File: src/rtl/mem_access_unit.sv
`default_nettype none
// mem_access_unit: load/store sequencer onto a single-port, synchronous-read data memory (rev 1.0).
// Optional MAU_RANGE_CHECK_EN: misaligned/out-of-range addresses return resp_err instead of accessing memory.
module mem_access_unit #(
  parameter int ADDR_W = 7,
  parameter int DATA_W = 32
) (
  input  logic              clka,
  input  logic              rsta,
  input  logic              req_valid,
  output logic              req_ready,
  input  logic              req_is_st,
  input  logic [31:0]       req_addr,
  input  logic [DATA_W-1:0] req_wdata,
  input  logic [3:0]        req_rd,
  output logic              resp_valid,
  input  logic              resp_ready,
  output logic [DATA_W-1:0] resp_rdata,
  output logic [3:0]        resp_rd,
  output logic              resp_err,
  output logic              mem_ena,
  output logic              mem_wea,
  output logic [ADDR_W-1:0] mem_addra,
  output logic [DATA_W-1:0] mem_dina,
  input  logic [DATA_W-1:0] mem_douta
);

  typedef enum logic [1:0] {
    IDLE    = 2'd0,
    RD_WAIT = 2'd1,
    RESP    = 2'd2
  } state_t;

  state_t            state_q;
  logic              valid_q;
  logic [DATA_W-1:0] rdata_q;
  logic [3:0]        rd_q;
  logic              accept;
  logic              needs_resp;

  assign req_ready  = (state_q == IDLE) && !rsta;
  assign accept     = req_valid && req_ready;
  assign mem_addra  = req_addr[ADDR_W+1:2];
  assign mem_dina   = req_wdata;
  assign resp_valid = valid_q;
  assign resp_rdata = rdata_q;
  assign resp_rd    = rd_q;

`ifdef MAU_RANGE_CHECK_EN
  logic addr_err;
  logic err_pend_q;
  logic err_q;

  assign addr_err   = (req_addr[1:0] != 2'b00) || (req_addr[31:ADDR_W+2] != '0);
  assign mem_ena    = accept && !addr_err;
  assign mem_wea    = accept && req_is_st && !addr_err;
  assign needs_resp = !req_is_st || addr_err;
  assign resp_err   = err_q;
`else
  logic unused_addr_bits;

  // Byte offset and high address bits are dropped so the word address wraps.
  assign unused_addr_bits = ^{req_addr[1:0], req_addr[31:ADDR_W+2]};
  assign mem_ena    = accept;
  assign mem_wea    = accept && req_is_st;
  assign needs_resp = !req_is_st;
  assign resp_err   = 1'b0;
`endif

  always_ff @(posedge clka or posedge rsta) begin
    if (rsta) begin
      state_q <= IDLE;
      valid_q <= 1'b0;
      rdata_q <= '0;
      rd_q    <= '0;
`ifdef MAU_RANGE_CHECK_EN
      err_pend_q <= 1'b0;
      err_q      <= 1'b0;
`endif
    end else begin
      case (state_q)
        IDLE: begin
          // Good stores complete in memory at this edge; only loads and errors need a response.
          if (accept && needs_resp) begin
            rd_q    <= req_rd;
            state_q <= RD_WAIT;
`ifdef MAU_RANGE_CHECK_EN
            err_pend_q <= addr_err;
`endif
          end
        end
        RD_WAIT: begin
`ifdef MAU_RANGE_CHECK_EN
          rdata_q <= err_pend_q ? '0 : mem_douta;
          err_q   <= err_pend_q;
`else
          rdata_q <= mem_douta;
`endif
          valid_q <= 1'b1;
          state_q <= RESP;
        end
        RESP: begin
          if (resp_ready) begin
            valid_q <= 1'b0;
            state_q <= IDLE;
`ifdef MAU_RANGE_CHECK_EN
            err_q   <= 1'b0;
`endif
          end
        end
        default: state_q <= IDLE;
      endcase
    end
  end

endmodule
`default_nettype wire

File: config.mk
export PLATFORM = sky130hd
export DESIGN_NAME = mem_access_unit
export DESIGN_NICKNAME = d
export VERILOG_FILES = /design/src/rtl/mem_access_unit.sv
export SDC_FILE = /design/constraint.sdc
export NUM_CORES = 1
export LEC_CHECK = 0
export BUFFER_PORTS_ARGS = -buffer_cell sky130_fd_sc_hd__buf_2
export CAP_MARGIN = 20
export CORE_ASPECT_RATIO = 0.8
export CORE_UTILIZATION = 38
export CTS_CLUSTER_SIZE = 14
export DETAILED_ROUTE_END_ITERATION = 12
export PLACE_DENSITY = 0.83
export SLEW_MARGIN = 20
export SYNTH_ARGS = -nofsm -noshare
export SYNTH_HDL_FRONTEND = slang
export SYNTH_SLANG_ARGS = --single-unit
File: constraint.sdc
create_clock -name clka -period 3.7 [get_ports clka]
set_input_delay 0.37 -clock clka [delete_from_list [all_inputs] [get_ports clka]]
set_output_delay 0.37 -clock clka [all_outputs]
set_load 0.05 [all_outputs]
=== Word level (Yosys, flattened, before mapping) ===
Cells that the tools add are included.

* Equal/unequal tests: 4
* Multiplexer cells: 5
* Reductions and logical operators: 11

{| class="wikitable"
|+ Operator list
! kind !! count
|-
| 2-bit one-hot mux with 3 select lines || 1
|-
| 2-bit AND reduction || 3
|-
| 1-bit logical AND || 4
|-
| 2-bit two-way mux || 2
|-
| 2-bit by 1-bit equality test with 1-bit output (second input constant) || 1
|-
| 2-bit equality test (second input constant) || 1
|-
| 1-bit zero test || 2
|-
| 2-bit zero test || 1
|-
| 2-bit by 1-bit != test with 1-bit output (second input constant) || 1
|-
| 2-bit != test (second input constant) || 1
|-
| 1-bit one-hot mux with 2 select lines || 1
|-
| 2-bit nonzero test || 1
|-
| 1-bit two-way mux || 1
|}

* Register bits after elaboration: 39
* Input bits: 105
* Logic and storage cells: 24

=== Longest topological paths before layout ===
* Depth after elaboration: 6
* Depth in mapped cells: 4
* Depth with buffers taken out: 3

=== Worst setup path after synthesis ===
No wires, ideal clock.

* Path type: flip-flop to output port
* From: register state_q[0]
* To: output port mem_wea
* Arrival: 1.699 ns
* Slack: 1.631 ns
* Stages on the path, launching flop included: 3
* Path through: dfrtp_1 nor3_2 and3_1

* Longest elaborated chain between the ends: 4

{| class="wikitable"
|+ RTL lines
! item !! RTL line !! text
|-
| start: declaration || 34 || <nowiki>state_t state_q;</nowiki>
|-
| start signal: assignment || 72 || <nowiki>state_q <= IDLE;</nowiki>
|-
| start signal: assignment || 86 || <nowiki>state_q <= RD_WAIT;</nowiki>
|-
| start signal: assignment || 100 || <nowiki>state_q <= RESP;</nowiki>
|-
| 2-bit zero test || 41 || <nowiki>assign req_ready = (state_q == IDLE) && !rsta;</nowiki>
|-
| 1-bit logical AND || 41 ||
|-
| named net req_ready || 11 || <nowiki>output logic req_ready,</nowiki>
|-
| 1-bit logical AND || 42 || <nowiki>assign accept = req_valid && req_ready;</nowiki>
|-
| 1-bit logical AND || 65 || <nowiki>assign mem_wea = accept && req_is_st;</nowiki>
|-
| end: declaration || 22 || <nowiki>output logic mem_wea,</nowiki>
|}

The timed path passes the listed nets, and every way through them passes these cells.

=== Worst setup path after layout ===
* From: register state_q[1]
* To: output port mem_wea

* Longest elaborated chain between the ends: 4

{| class="wikitable"
|+ RTL lines
! item !! RTL line
|-
| 2-bit zero test || 41
|-
| 1-bit logical AND || 41
|-
| 1-bit logical AND || 42
|-
| 1-bit logical AND || 65
|}

No other way between the ends.

==> out/results.tsv <==
stage	metric	value	unit
clocking	clock_latency	0.28	ns
setup_path	path_class	flip-flop to output port	
synthesis	post-synth-top-area-cell	dfrtp_1	
place	routabilityCongestion	0.640	
setup_path	cp_data_required_time	3.33	ns
synthesis	synth_top_family_by_area	multiplexers	
global_routing	grt_max_degree	34	
global_routing	grt_pass1_wl	4680	um
synthesis	synth_fa_ha_area_share	0	%
status	outcome	finished, final reports clean	
timing	finalClockSkew	0.00567	ns
routing	drt-initial-drc-count	14	
timing	period_minus_slack	1.78	ns
timing	period_share	48.1	%
global_routing	grt_use_total	12.0	%
clocking	cts_buffer_depth	2	
synthesis	netlist_area	1820	um^2
place	placed_area	1960	um^2
clocking	cts_tree	built	
synthesis	ys_seq_elements	39	
floorplan	dieArea	5080	um^2
routing	first_pass_iters	2	
clocking	h-tree-depth	2	
final_layout	areaGrowthSynthToFinish	13.2	%
final_layout	final_nets	281	
power	p_leak	1.04	nW
synthesis	synth_cell_types	17	
power	powerDensity	789	nW/um^2
synthesis	synth_compound_area_share	0.549	%
global_routing	antenna_found_initial	0	
clocking	path_clk_slew	0.07	ns
routing	routedWlPerCell	11.8	um
routing	routed_wl	2800	um
synthesis	syn_avg_cell_area	13.7	um^2
timing	tightest_slew	0.900	ns
synthesis	synth_top_area_share	53.5	%
timing	maxSlewViolCount	0	
synthesis	synth-simple-area-share	3.02	%
final_layout	fillers	442	
synthesis	synth.mux.area_fraction	23.1	%
timing	slew_headroom	39.9	%
timing	finalHoldViolCount	0	
timing	setup-tns-final	0	ns
clocking	ctsResizeCount	0	
floorplan	io_pins	185	
final_layout	drive_above_1_share	71.8	%
synthesis	yosysWarnings	0	
routing	drc_errors	0	
routing	routedLengthMet1	1170	um
timing	setup_viol	0	
synthesis	synth_commonest_cells	40 x buf_4, 39 x dfrtp_1, 32 x mux2_2	
setup_path	cp.arrival	1.41	ns
floorplan	rows	22	
setup_path	critPathMaxFanout	5	
floorplan	fp.dieH	64.0	um
setup_path	start_kind	flip-flop	
synthesis	synth-main-ff-cell	dfrtp_1	
place	port_buffers	80	
hold_path	min_path_type	input port to async pin	
routing	met3_length	268	um
clocking	cts-root-buf	clkbuf_8	
routing	vias_per_cell	4.57	
synthesis	synthCells	133	
final_layout	diodes	0	
place	dpl.hpwl	2120	um
clocking	cts_inserted_buffers	5	
synthesis	synthTopCellsByArea	dfrtp_1 54%, mux2_2 20%, buf_4 16%	
timing	grt_setup_unrepaired	false	
run	cap_viol_max_count	0	
timing	fmax	562	MHz
floorplan	fp.coreArea	4600	um^2
final_layout	stdcell_area	2060	um^2
setup_path	startpoint	state_q[1]	
clocking	post_cts_buffers	0	
power	vdd.ir_drop.worst	0.414	mV
synthesis	synth-edff-count	0	
clocking	cts_hold_buf	0	
synthesis	ys_seq_area_share	53.5	%
clocking	clkSinkCount	39	
setup_path	r2r_start	state_q[1]	
global_routing	grt_overflow	0	
synthesis	synth-xor-area-share	0	%
floorplan	die_w	79.4	um
routing	ant_nets	0	
routing	met2_wirelength	1320	um
routing	highest_layer	met4	
setup_path	endpoint_kind	output port	
global_routing	grt_pass1_vias	1082	
synthesis	syn_nets	238	
synthesis	yosysMostFrequentCell	buf_4	
synthesis	async_flop_share	100	%
routing	via_count	1083	
floorplan	start_util	39.7	%
## state kept, by name, indices dropped and copies added (netlist names)
| signal | cells |
|---|---|
| resp_rdata | 32 |
| resp_rd | 4 |
| state_q | 2 |
| resp_valid | 1 |
## logic make-up (layout without fill, tap and decap cells)
logic type             after synthesis  count (layout)
other                                1               1
flip-flops                          39              39
multiplexers                        36              36
buffers and inverters               47              91
AO/OA/AOI/OAI                        2               2
AND/OR/NAND/NOR                      8               8
## where the power goes
part	leakage [nW]	internal (mW)	switching (mW)
Clock	0.0515	0.170	0.130
Combinational	0.524	0.195	0.532
Sequential	0.467	0.545	0.0573
Total	1.04	0.909	0.719
## critical path: stages, from the launching register on
cell,delay (ns)
dfrtp_1,0.45
nor3_2,0.24
and3_1,0.18
buf_2,0.26
## layout by cell type, fill, tap and decap left out
master / instances
and3b_1: 1
clkbuf_8: 7
mux2_2: 32
clkbuf_1: 1
buf_4: 1
and3_1: 1
a21oi_1: 2
buf_2: 80
nor2b_4: 1
conb_1: 1
dfrtp_1: 39
nor3_2: 1
nand2_1: 1
mux2_4: 4
or2_2: 1
inv_1: 2
nor3b_1: 1
and2_1: 1
## path summary, 6_finish.rpt
kind                                   to  cells after the start  slack [ns]
max                               mem_wea                      3        1.92
max reg2reg                 resp_rdata[9]                      2        1.98
min                            resp_rd[3]                      2        0.20
max in group asynchronous   resp_rdata[7]                      3        2.78
min in group clka              resp_rd[3]                      2        0.32
min reg2reg                resp_rdata[19]                      1        0.51
## routing by layer
metal / vias to the layer above / GRT usage (%)
met2: 63 / 19.3
li1: 483 / -
met1: 527 / 13.6
met4: 0 / 5.68
met3: 10 / 5.29
met5: - / 0
## layout make-up
class                   instances  area (um^2)  share of cell area (%)
flip-flops and latches         39          976                    47.3
repair buffers                 81          408                    19.8
multi-input cells              47          497                    24.1
clock buffers                   8          100                    4.85
well taps                      60         75.1                    3.64
inverters                       2         7.51                   0.364
## per-stage QoR
stage | cells | hold WS (ns) | setup slack (ns) | utilization, % | total power, mW
after global placement | 229 | 0.485 | 2.00 | 42.7 | 1.33
after floorplan | 133 | 0.494 | 1.63 | - | 1.29
final | 237 | 0.197 | 1.92 | 44.9 | 1.63
after CTS | 237 | 0.231 | 1.91 | 44.9 | 1.65
after global routing | 237 | 0.253 | 1.81 | 44.9 | 1.71
after detailed placement | 229 | 0.490 | 1.95 | 42.7 | 1.34
Note: power is estimated with default switching activity, not from simulation.
